**src/rtl/battle_turn_sched_pkg.sv**
```systemverilog
// battle_turn_sched_pkg: state codes, move opcodes, battle limits and strobe bundle
package battle_turn_sched_pkg;
  localparam int PP_MAX = 5;
  localparam int HEAL_MAX = 2;
  localparam int CATCH_HP = 4;
  localparam int AI_MISS = 3;
  localparam int PP_W = $clog2(PP_MAX + 1);
  typedef enum logic [3:0] {
    S_IDLE = 4'd0, S_LOAD = 4'd1, S_P_SEL = 4'd2, S_P_APPLY = 4'd3, S_P_CHK = 4'd4,
    S_P_HEAL = 4'd5, S_CATCH = 4'd6, S_AI_TURN = 4'd7, S_AI_APPLY = 4'd8, S_AI_CHK = 4'd9,
    S_END_TURN = 4'd10, S_WIN = 4'd11, S_LOSS = 4'd12, S_CAUGHT = 4'd13
  } state_t;
  typedef enum logic [1:0] {
    MOVE_ATK = 2'b00, MOVE_HEAL = 2'b01, MOVE_CATCH = 2'b10, MOVE_RSV = 2'b11
  } move_t;
  typedef struct packed {
    logic load, at, tg, aa, ap, ph, ca, rej, vic, los, cau;
  } strobes_t;
endpackage

```
**src/rtl/battle_turn_sched_pp_bank.sv**
```systemverilog
// battle_turn_sched_pp_bank: four per-move PP counters, read mux and guarded decrement
//  clk, rst   clock, async active-high reset (refills every counter to PP_MAX)
//  sel        move index for both read and decrement
//  dec        consume one PP of the selected move
//  pp_left    PP remaining for the selected move
module battle_turn_sched_pp_bank
  import battle_turn_sched_pkg::*;
(
  input  logic            clk,
  input  logic            rst,
  input  logic [1:0]      sel,
  input  logic            dec,
  output logic [PP_W-1:0] pp_left
);
  logic [PP_W-1:0] pp [4];
  always_ff @(posedge clk or posedge rst)
    if (rst) for (int i = 0; i < 4; i++) pp[i] <= PP_W'(PP_MAX);
    else if (dec && pp[sel] != '0) pp[sel] <= pp[sel] - 1'b1;
  assign pp_left = pp[sel];
endmodule

```
**src/rtl/battle_turn_sched.sv**
```systemverilog
// battle_turn_sched: player/AI turn sequencer driving the battle datapath strobes
//  clk, rst                     clock, async active-high reset
//  go, move_op, p_move          player command strobe (edge-detected), opcode, attack move index
//  move_accu, rng, ai_hp        datapath accuracy, random value, AI HP
//  p_dead, ai_dead, catch_success  datapath result flags
//  load_ai_hp .. catch          registered one-cycle datapath strobes, turn owner and damage target
//  move_rej                     one-cycle pulse for a refused command
//  victory, loss, caught        sticky end-of-battle flags
//  pp_left, turn_count, state_code  status: selected move PP, completed turns, current state
module battle_turn_sched
  import battle_turn_sched_pkg::*;
(
  input  logic       clk,
  input  logic       rst,
  input  logic       go,
  input  logic [1:0] move_op,
  input  logic [1:0] p_move,
  input  logic [3:0] move_accu,
  input  logic [3:0] rng,
  input  logic [3:0] ai_hp,
  input  logic       p_dead,
  input  logic       ai_dead,
  input  logic       catch_success,
  output logic       load_ai_hp,
  output logic       active_trainer,
  output logic       target,
  output logic       apply_ai_damage,
  output logic       apply_p_damage,
  output logic       p_heal,
  output logic       catch,
  output logic       move_rej,
  output logic       victory,
  output logic       loss,
  output logic       caught,
  output logic [2:0] pp_left,
  output logic [7:0] turn_count,
  output logic [3:0] state_code
);
  state_t state, next;
  strobes_t d, q;
  move_t op;
  logic go_r, go_q, edge_go, rej, accept;
  logic [1:0] heals;
  assign op = move_t'(move_op);
  // go is registered before edge detection so no strobe depends combinationally on it
  assign edge_go = state == S_P_SEL && go_r && !go_q;
  assign rej = op == MOVE_RSV || (op == MOVE_ATK && pp_left == '0) ||
               (op == MOVE_HEAL && heals == '0) || (op == MOVE_CATCH && ai_hp > 4'(CATCH_HP));
  assign accept = edge_go && !rej;
  battle_turn_sched_pp_bank u_pp (
    .clk(clk), .rst(rst), .sel(p_move), .dec(accept && op == MOVE_ATK), .pp_left(pp_left)
  );
  always_ff @(posedge clk or posedge rst)
    if (rst) begin
      state <= S_IDLE;
      go_r <= 1'b0;
      go_q <= 1'b0;
      heals <= 2'(HEAL_MAX);
      turn_count <= '0;
      q <= '0;
    end else begin
      state <= next;
      go_r <= go;
      go_q <= go_r;
      if (accept && op == MOVE_HEAL) heals <= heals - 2'd1;
      if (state == S_END_TURN && turn_count != 8'hFF) turn_count <= turn_count + 8'd1;
      q <= d;
    end
  always_comb begin
    next = state;
    case (state)
      S_IDLE:     next = S_LOAD;
      S_LOAD:     next = S_P_SEL;
      S_P_SEL:    if (accept) next = op == MOVE_ATK ? (rng < move_accu ? S_P_APPLY : S_AI_TURN) :
                                     op == MOVE_HEAL ? S_P_HEAL : S_CATCH;
      S_P_APPLY:  next = S_P_CHK;
      S_P_CHK:    next = ai_dead ? S_WIN : S_AI_TURN;
      S_P_HEAL:   next = S_AI_TURN;
      S_CATCH:    next = catch_success ? S_CAUGHT : S_AI_TURN;
      S_AI_TURN:  next = rng >= 4'(AI_MISS) ? S_AI_APPLY : S_END_TURN;
      S_AI_APPLY: next = S_AI_CHK;
      S_AI_CHK:   next = p_dead ? S_LOSS : S_END_TURN;
      S_END_TURN: next = S_P_SEL;
      S_WIN, S_LOSS, S_CAUGHT: next = state;
      default:    next = S_IDLE;
    endcase
  end
  // strobes are decoded from the next state and registered, so they line up with the state they name
  always_comb begin
    d = '0;
    d.load = next == S_LOAD;
    d.at = next inside {S_AI_TURN, S_AI_APPLY, S_AI_CHK};
    d.tg = next == S_P_APPLY;
    d.aa = next == S_P_APPLY;
    d.ap = next == S_AI_APPLY;
    d.ph = next == S_P_HEAL;
    d.ca = next == S_CATCH;
    d.rej = edge_go && rej;
    d.vic = next == S_WIN;
    d.los = next == S_LOSS;
    d.cau = next == S_CAUGHT;
  end
  assign load_ai_hp = q.load;
  assign active_trainer = q.at;
  assign target = q.tg;
  assign apply_ai_damage = q.aa;
  assign apply_p_damage = q.ap;
  assign p_heal = q.ph;
  assign catch = q.ca;
  assign move_rej = q.rej;
  assign victory = q.vic;
  assign loss = q.los;
  assign caught = q.cau;
  assign state_code = state;
endmodule
```
**config.mk**
```make
export PLATFORM = sky130hd
export DESIGN_NAME = battle_turn_sched
export DESIGN_NICKNAME = d
export VERILOG_FILES = /design/src/rtl/battle_turn_sched_pkg.sv /design/src/rtl/battle_turn_sched_pp_bank.sv /design/src/rtl/battle_turn_sched.sv
export SDC_FILE = /design/constraint.sdc
export NUM_CORES = 1
export LEC_CHECK = 0
export BUFFER_PORTS_ARGS = -buffer_cell sky130_fd_sc_hd__clkbuf_2
export CAP_MARGIN = 40
export CORE_MARGIN = 1.5
export CORE_UTILIZATION = 57
export CTS_BUF_LIST = sky130_fd_sc_hd__clkbuf_4 sky130_fd_sc_hd__clkbuf_8 sky130_fd_sc_hd__clkbuf_16
export DETAILED_ROUTE_END_ITERATION = 6
export PLACE_DENSITY = 0.84
export SYNTH_ARGS = -nofsm -noshare
export SYNTH_HDL_FRONTEND = slang
export SYNTH_HIERARCHICAL = 1
export SYNTH_SLANG_ARGS = --single-unit
```
**constraint.sdc**
```tcl
create_clock -name clk -period 4.2 [get_ports clk]
set_input_delay 1.05 -clock clk [delete_from_list [all_inputs] [get_ports clk]]
set_output_delay 1.05 -clock clk [all_outputs]
set_load 0.005 [all_outputs]
```
==> results.toml, run 1 <==
[logic_synthesis]
synth-xor-area-share_pct = 5.67
ys_ff_latch = 38
ys_seq_area_share_pct = 47.9
synth_enable_flop_cells = 0
synth_simple_gate_area_share_pct = 16.2
synth-adder-area-share_pct = 4.36
synth_async_sr_flop_share_pct = 100
syn-num-nets = 204
synth_area_mm2 = 0.00201
synth_compound_area_share_pct = 9.16
synth.avg_cell_area_um2 = 11.5
synth_top_family_by_area = "simple AND/OR/NAND/NOR gates"
ys.flop_type = "dfrtp_1"
synthMuxAreaShare_pct = 8.91
netlist_instances = 175
synth_cell_types = 49
ys_warn_count = 6

[clock_tree]
cts_root_buffer = "clkbuf_4"
cts_resized = 0
postCtsHoldBufs = 0
numCtsBuffers = 5
post_cts_buffers = 0
clock_path_buffers = 2
cts.sinks = 38
cts_max_level = 2
path_clk_slew_ns = 0.10
insertion_delay_ns = 0.34
cts_tree = "done"

[routing]
viasPerCell = 5.16
dr.pass1.iters = 4
drc = 0
wl_mm = 3.48
ant_nets = 0
drtIter0Drc = 32
via_count = 1394
wl_per_cell_um = 12.9

[job]
drv_cap = 0

[final_layout]
fin_util_pct = 70.4
drive_gt1_share_pct = 36.2
syn_to_final_growth_pct = 17.9
diodes = 0
nNetsFinal = 252
finalInstanceArea_mm2 = 0.00237

[timing]
setup_viol = 0
finalHoldViolCount = 0
worstMarginPinSlew_ns = 0.520
timing.fmax_mhz = 333
final.setup.worst_slack_ns = 1.20
drv_slew = 0
fin_crit_ns = 3.00
finalSetupTns_ns = 0
slew_headroom_pct = 65.3
finalCritPeriodShare_pct = 71.5
skew_ns = 0.0153
rsz0062_at_grt = "false"

[global_route]
grt_max_degree = 16
antenna_found_initial = 0
grt_pass1_vias = 1407
grtUsageTotal_pct = 20.0
grt_pass1_wl_mm = 6.15
overflow = 0

[placed_design]
placed_cell_area_mm2 = 0.00226
hpwl_mm = 2.78
port_buffers = 47
place_congestion = 0.766
place_ws_ns = 1.05

[worst_setup_path]
arrival_ns = 1.95
cp.required_ns = 3.15
critPathBufInv = 2
critPathMaxFanout = 7
max_stage_delay_ns = 0.56
crit_family = "multiplexers"
worstSetupPathType = "primary input to output pin"
cp_common_cell = "clkbuf_2"
critPathCaptureType = "output pin"
crit_path_top_delay_cell = "mux4_2"
start_kind = "primary input"
worstPathCellList = "clkbuf_2 -> mux4_2 -> clkbuf_2"

[floorplan]
core_area_mm2 = 0.00336
dieArea_mm2 = 0.00389
rows = 21
ios = 48
die_w_um = 62.4
die_y_um = 62.4
start_util_pct = 59.7

[power]
leakage_nw = 1.22
peakVddDrop_uv = 409
powerDensity_mw_per_mm2 = 550

[hold_path]
min_path_type = "flop to flop"

[run_status]
status = "finished, final reports clean"
[layout by cell type, fill, tap and decap left out, types with 2 or more instances in the layout]
| master | n |
|---|---|
| dfstp_2 | 9 |
| bufinv_16 | 2 |
| nor3_2 | 2 |
| dfrtp_1 | 29 |
| clkbuf_2 | 47 |
| nor3_1 | 2 |
| and4bb_1 | 2 |
| inv_1 | 25 |
| clkbuf_4 | 5 |
| and4b_1 | 2 |
| a211oi_1 | 3 |
| nor4_1 | 2 |
| mux2i_1 | 10 |
| nand2_1 | 9 |
| o21ai_0 | 3 |
| a21oi_1 | 2 |
| o21a_1 | 2 |
| xor2_1 | 5 |
| nand3_1 | 2 |
| xnor2_1 | 8 |
| mux4_2 | 3 |
| ha_1 | 7 |
| nor2b_1 | 2 |
| nand4_1 | 3 |
| nor2_1 | 9 |
| nand2b_1 | 3 |
| and3_1 | 2 |
[synthesized netlist by cell type (2+ instances only)]
master / number / area (um^2)
and4b_1: 2 / 20.0
ha_1: 7 / 87.6
nor4_1: 2 / 12.5
dfrtp_1: 29 / 726
and4bb_1: 2 / 25.0
dfstp_2: 9 / 236
mux2i_1: 10 / 100
mux4_2: 3 / 67.6
inv_1: 25 / 93.8
buf_4: 2 / 15.0
a211oi_1: 3 / 22.5
xor2_1: 5 / 43.8
nor3_1: 2 / 10.0
nand3_1: 2 / 10.0
nand4_1: 3 / 18.8
nor2_1: 9 / 33.8
buf_2: 2 / 10.0
buf_6: 3 / 33.8
nand2_1: 9 / 33.8
and3_1: 2 / 12.5
o21ai_0: 3 / 15.0
o21a_1: 2 / 15.0
nor2b_1: 2 / 12.5
nor3_2: 2 / 20.0
nand2b_1: 3 / 18.8
a21oi_1: 2 / 10.0
xnor2_1: 8 / 70.1
[final timing paths]
path | slack, ns | startpoint | cells after the start | end
min in group asynchronous | 0.70 | rst | 2 | u_pp/pp[10]
max in group asynchronous | 3.01 | rst | 3 | state_code[3]
worst min register to register | 0.42 | go_r | 0 | go_q
worst max register to register | 1.83 | u_pp/pp[6] | 7 | u_pp/pp[10]
worst min-delay path | 0.42 | go_r | 0 | go_q
worst max-delay path | 1.20 | p_move[0] | 3 | pp_left[2]
[per-layer routing]
metal	track usage, %	vias to the layer above	wire, um
met5	0	-	0
li1	-	694	-
met3	5.62	5	169
met4	6.67	0	35
met2	33.6	31	1680
met1	25.0	664	1590
[cells by family after synthesis]
group / count (synthesis)
xor gates and xnor gates: 13
AOI/OAI and AO/OA: 22
and+or+nand+nor: 48
DFF: 38
muxes: 14
adders and majority gates: 7
buffers and inverters: 33
[power breakdown]
| group | internal (mW) | total, mW | switching [mW] |
|---|---|---|---|
| registers | 0.448 | 0.549 | 0.102 |
| logic | 0.224 | 0.438 | 0.213 |
| clock network | 0.202 | 0.316 | 0.114 |
| total | 0.874 | 1.30 | 0.429 |
[layout make-up]
class	count	area, um^2
Fill cell	267	995
Sequential cell	38	962
Multi-Input combinational cell	104	890
Timing Repair Buffer	48	250
Inverter	26	97.6
Clock inverter	2	60.1
Tap cell	46	57.6
Clock buffer	6	51.3
[stage by stage]
step                      power [mW]  cells  hold slack (ns)
final                           1.30    270            0.415
after global routing            1.40    270            0.447
after CTS                       1.32    270            0.425
after detailed placement       0.994    262            0.397
after global placement         0.981    261            0.380
after floorplan                0.877    175            0.368
[registers in the layout (all words and copies together), names as in the netlist]
name / flops
move_rej: 1
p_heal: 1
active_trainer: 1
apply_ai_damage: 1
apply_p_damage: 1
catch: 1
caught: 1
go_q: 1
load_ai_hp: 1
loss: 1
state_code: 4
u_pp/pp: 12
go_r: 1
victory: 1
heals: 2
turn_count: 8
Power figures use the tool's default switching activity.
==> inputs of run 2 (changes only) <==
Settings changed: CORE_UTILIZATION 57 to 48, PLACE_DENSITY 0.84 to 0.76.
Clock period 4.2 ns to 2.6 ns, I/O delays scaled along.
==> run 2 against run 1 <==
  * Design area increased by 1.7%
  * Count of clock-buffer cells in the layout unchanged
  * Sequential share of layout area decreased by 0.70 points
  * Global-route usage fell by 1.1 points
  * Combinational power increased by 91%
  * Non-clock buffer count up 8
  * Highest routed layer unchanged
==> results.toml, run 2 (synthesis results as in run 1) <==
[floorplan]
rows = 23
dieArea_mm2 = 0.00458
die_w_um = 67.7
ios = 48
start_util_pct = 50.2
die_y_um = 67.7
core_area_mm2 = 0.00400

[worst_setup_path]
arrival_ns = 1.62
critPathMaxFanout = 6
cp.required_ns = 1.95
max_stage_delay_ns = 0.54
critPathCaptureType = "output pin"
crit_path_top_delay_cell = "mux4_2"
worstPathCellList = "clkbuf_2 -> mux4_2 -> buf_4 -> clkbuf_2"
worstSetupPathType = "primary input to output pin"
start_kind = "primary input"
cp_common_cell = "clkbuf_2"

[run_status]
status = "finished, final reports clean"

[power]
p_clk_share_pct = 20.2
p_sw_share_pct = 35.9
peakVddDrop_uv = 388
power_frac_seq_pct = 39.6
leakage_nw = 1.24
powerDensity_mw_per_mm2 = 865
power_frac_comb_pct = 40.2
p_int_mw = 1.34
p_switching_mw = 0.749

[routing]
dr_wl_met2_mm = 1.88
dr.pass1.iters = 4
wl_per_cell_um = 13.5
top_layer = "met4"
drtIter0Drc = 113
drc = 0
via_count = 1470
met3_length_um = 166
ant_nets = 0
wl_mm = 3.79
viasPerCell = 5.21
drt-met1-wl_mm = 1.70

[final_layout]
layout_commonest_cell = "clkbuf_2"
fin_util_pct = 60.2
register_area_um2 = 962
syn_to_final_growth_pct = 20.0
fill_cells = 337
drive_gt1_share_pct = 38.4
nNetsFinal = 260
diodes = 0
regMostFlops = "u_pp/pp"
layout_common_cells = "clkbuf_2 (47), dfrtp_1 (29), inv_1 (25), mux2i_1 (10)"
multi_input_area_um2 = 890
largest_register_ffs = 12

[global_route]
antenna_found_initial = 0
overflow = 0
grtUsageTotal_pct = 18.9
grt_pass1_vias = 1370
grt_max_degree = 18
grt_pass1_wl_mm = 6.38

[clock_tree]
insertion_delay_ns = 0.29
post_cts_buffers = 0
cts_max_level = 2
path_clk_slew_ns = 0.08
postCtsHoldBufs = 0
cts_root_buffer = "clkbuf_8"
cts_tree = "done"
cts.sinks = 38
clock_path_buffers = 2
numCtsBuffers = 5
cts_resized = 0

[timing]
setup_viol = 0
finalHoldViolCount = 0
rsz0062_at_grt = "false"
timing.fmax_mhz = 441
finalSetupTns_ns = 0
skew_ns = 0.00500
finalCritPeriodShare_pct = 87.2
worstMarginPinSlew_ns = 0.435
slew_headroom_pct = 71.0
drv_slew = 0
fin_crit_ns = 2.27

[job]
drv_cap = 0

[placed_design]
hpwl_mm = 2.91
place_congestion = 0.830
port_buffers = 47

[hold_path]
min_path_type = "primary input to asynchronous set/reset pin"
[run 2: power groups by stage]
stage,registers (mW),clock network (mW),logic [mW]
floorplan,0.825,0,0.592
global placement,0.833,0,0.803
detailed placement,0.836,0,0.836
CTS,0.826,0.426,0.841
global route,0.847,0.448,0.934
finish,0.826,0.420,0.838
[run 2: per-stage QoR]
stage	hold WS, ns	total power, mW	std cells	worst slack (ns)	cell area [um^2]
final	0.339	2.08	282	0.333	2410
after CTS	0.351	2.09	282	0.329	2410
after global placement	0.389	1.64	274	0.118	2310
after global routing	0.383	2.23	282	0.179	2410
after detailed placement	0.400	1.67	274	0.0573	2310
after floorplan	0.368	1.42	175	0.199	2010
[run 2: final cells by class]
type / count / area share [%]
clock buffers: 6 / 3.43
clock inverters: 2 / 0.519
inverters: 26 / 4.05
multi-input cells: 104 / 36.9
flip-flops and latches: 38 / 39.9
well taps: 50 / 2.60
repair buffers: 56 / 12.6
[run 2: worst max-delay path, delay by kind of cell]
family	cells	cell delay, ns
buffers and inverters	3	0.42
multiplexers	1	0.54
[run 2: path summary, 6_finish.rpt]
kind / start / to / slack, ns / cells after the start
setup / recovery: p_move[0] / pp_left[1] / 0.33 / 4
hold / removal: rst / turn_count[0] / 0.34 / 2
setup reg to reg: state_code[1] / u_pp/pp[11] / 0.38 / 7
hold reg to reg: go_r / go_q / 0.41 / 0
max in group asynchronous: rst / state_code[1] / 1.70 / 3
min in group clk: go_r / go_q / 0.41 / 0
[run 2: per-layer routing]
metal,vias up,GRT usage [%]
li1,715,-
met1,719,24.5
met2,31,30.3
met3,5,5.17
met4,0,6.63
met5,-,0
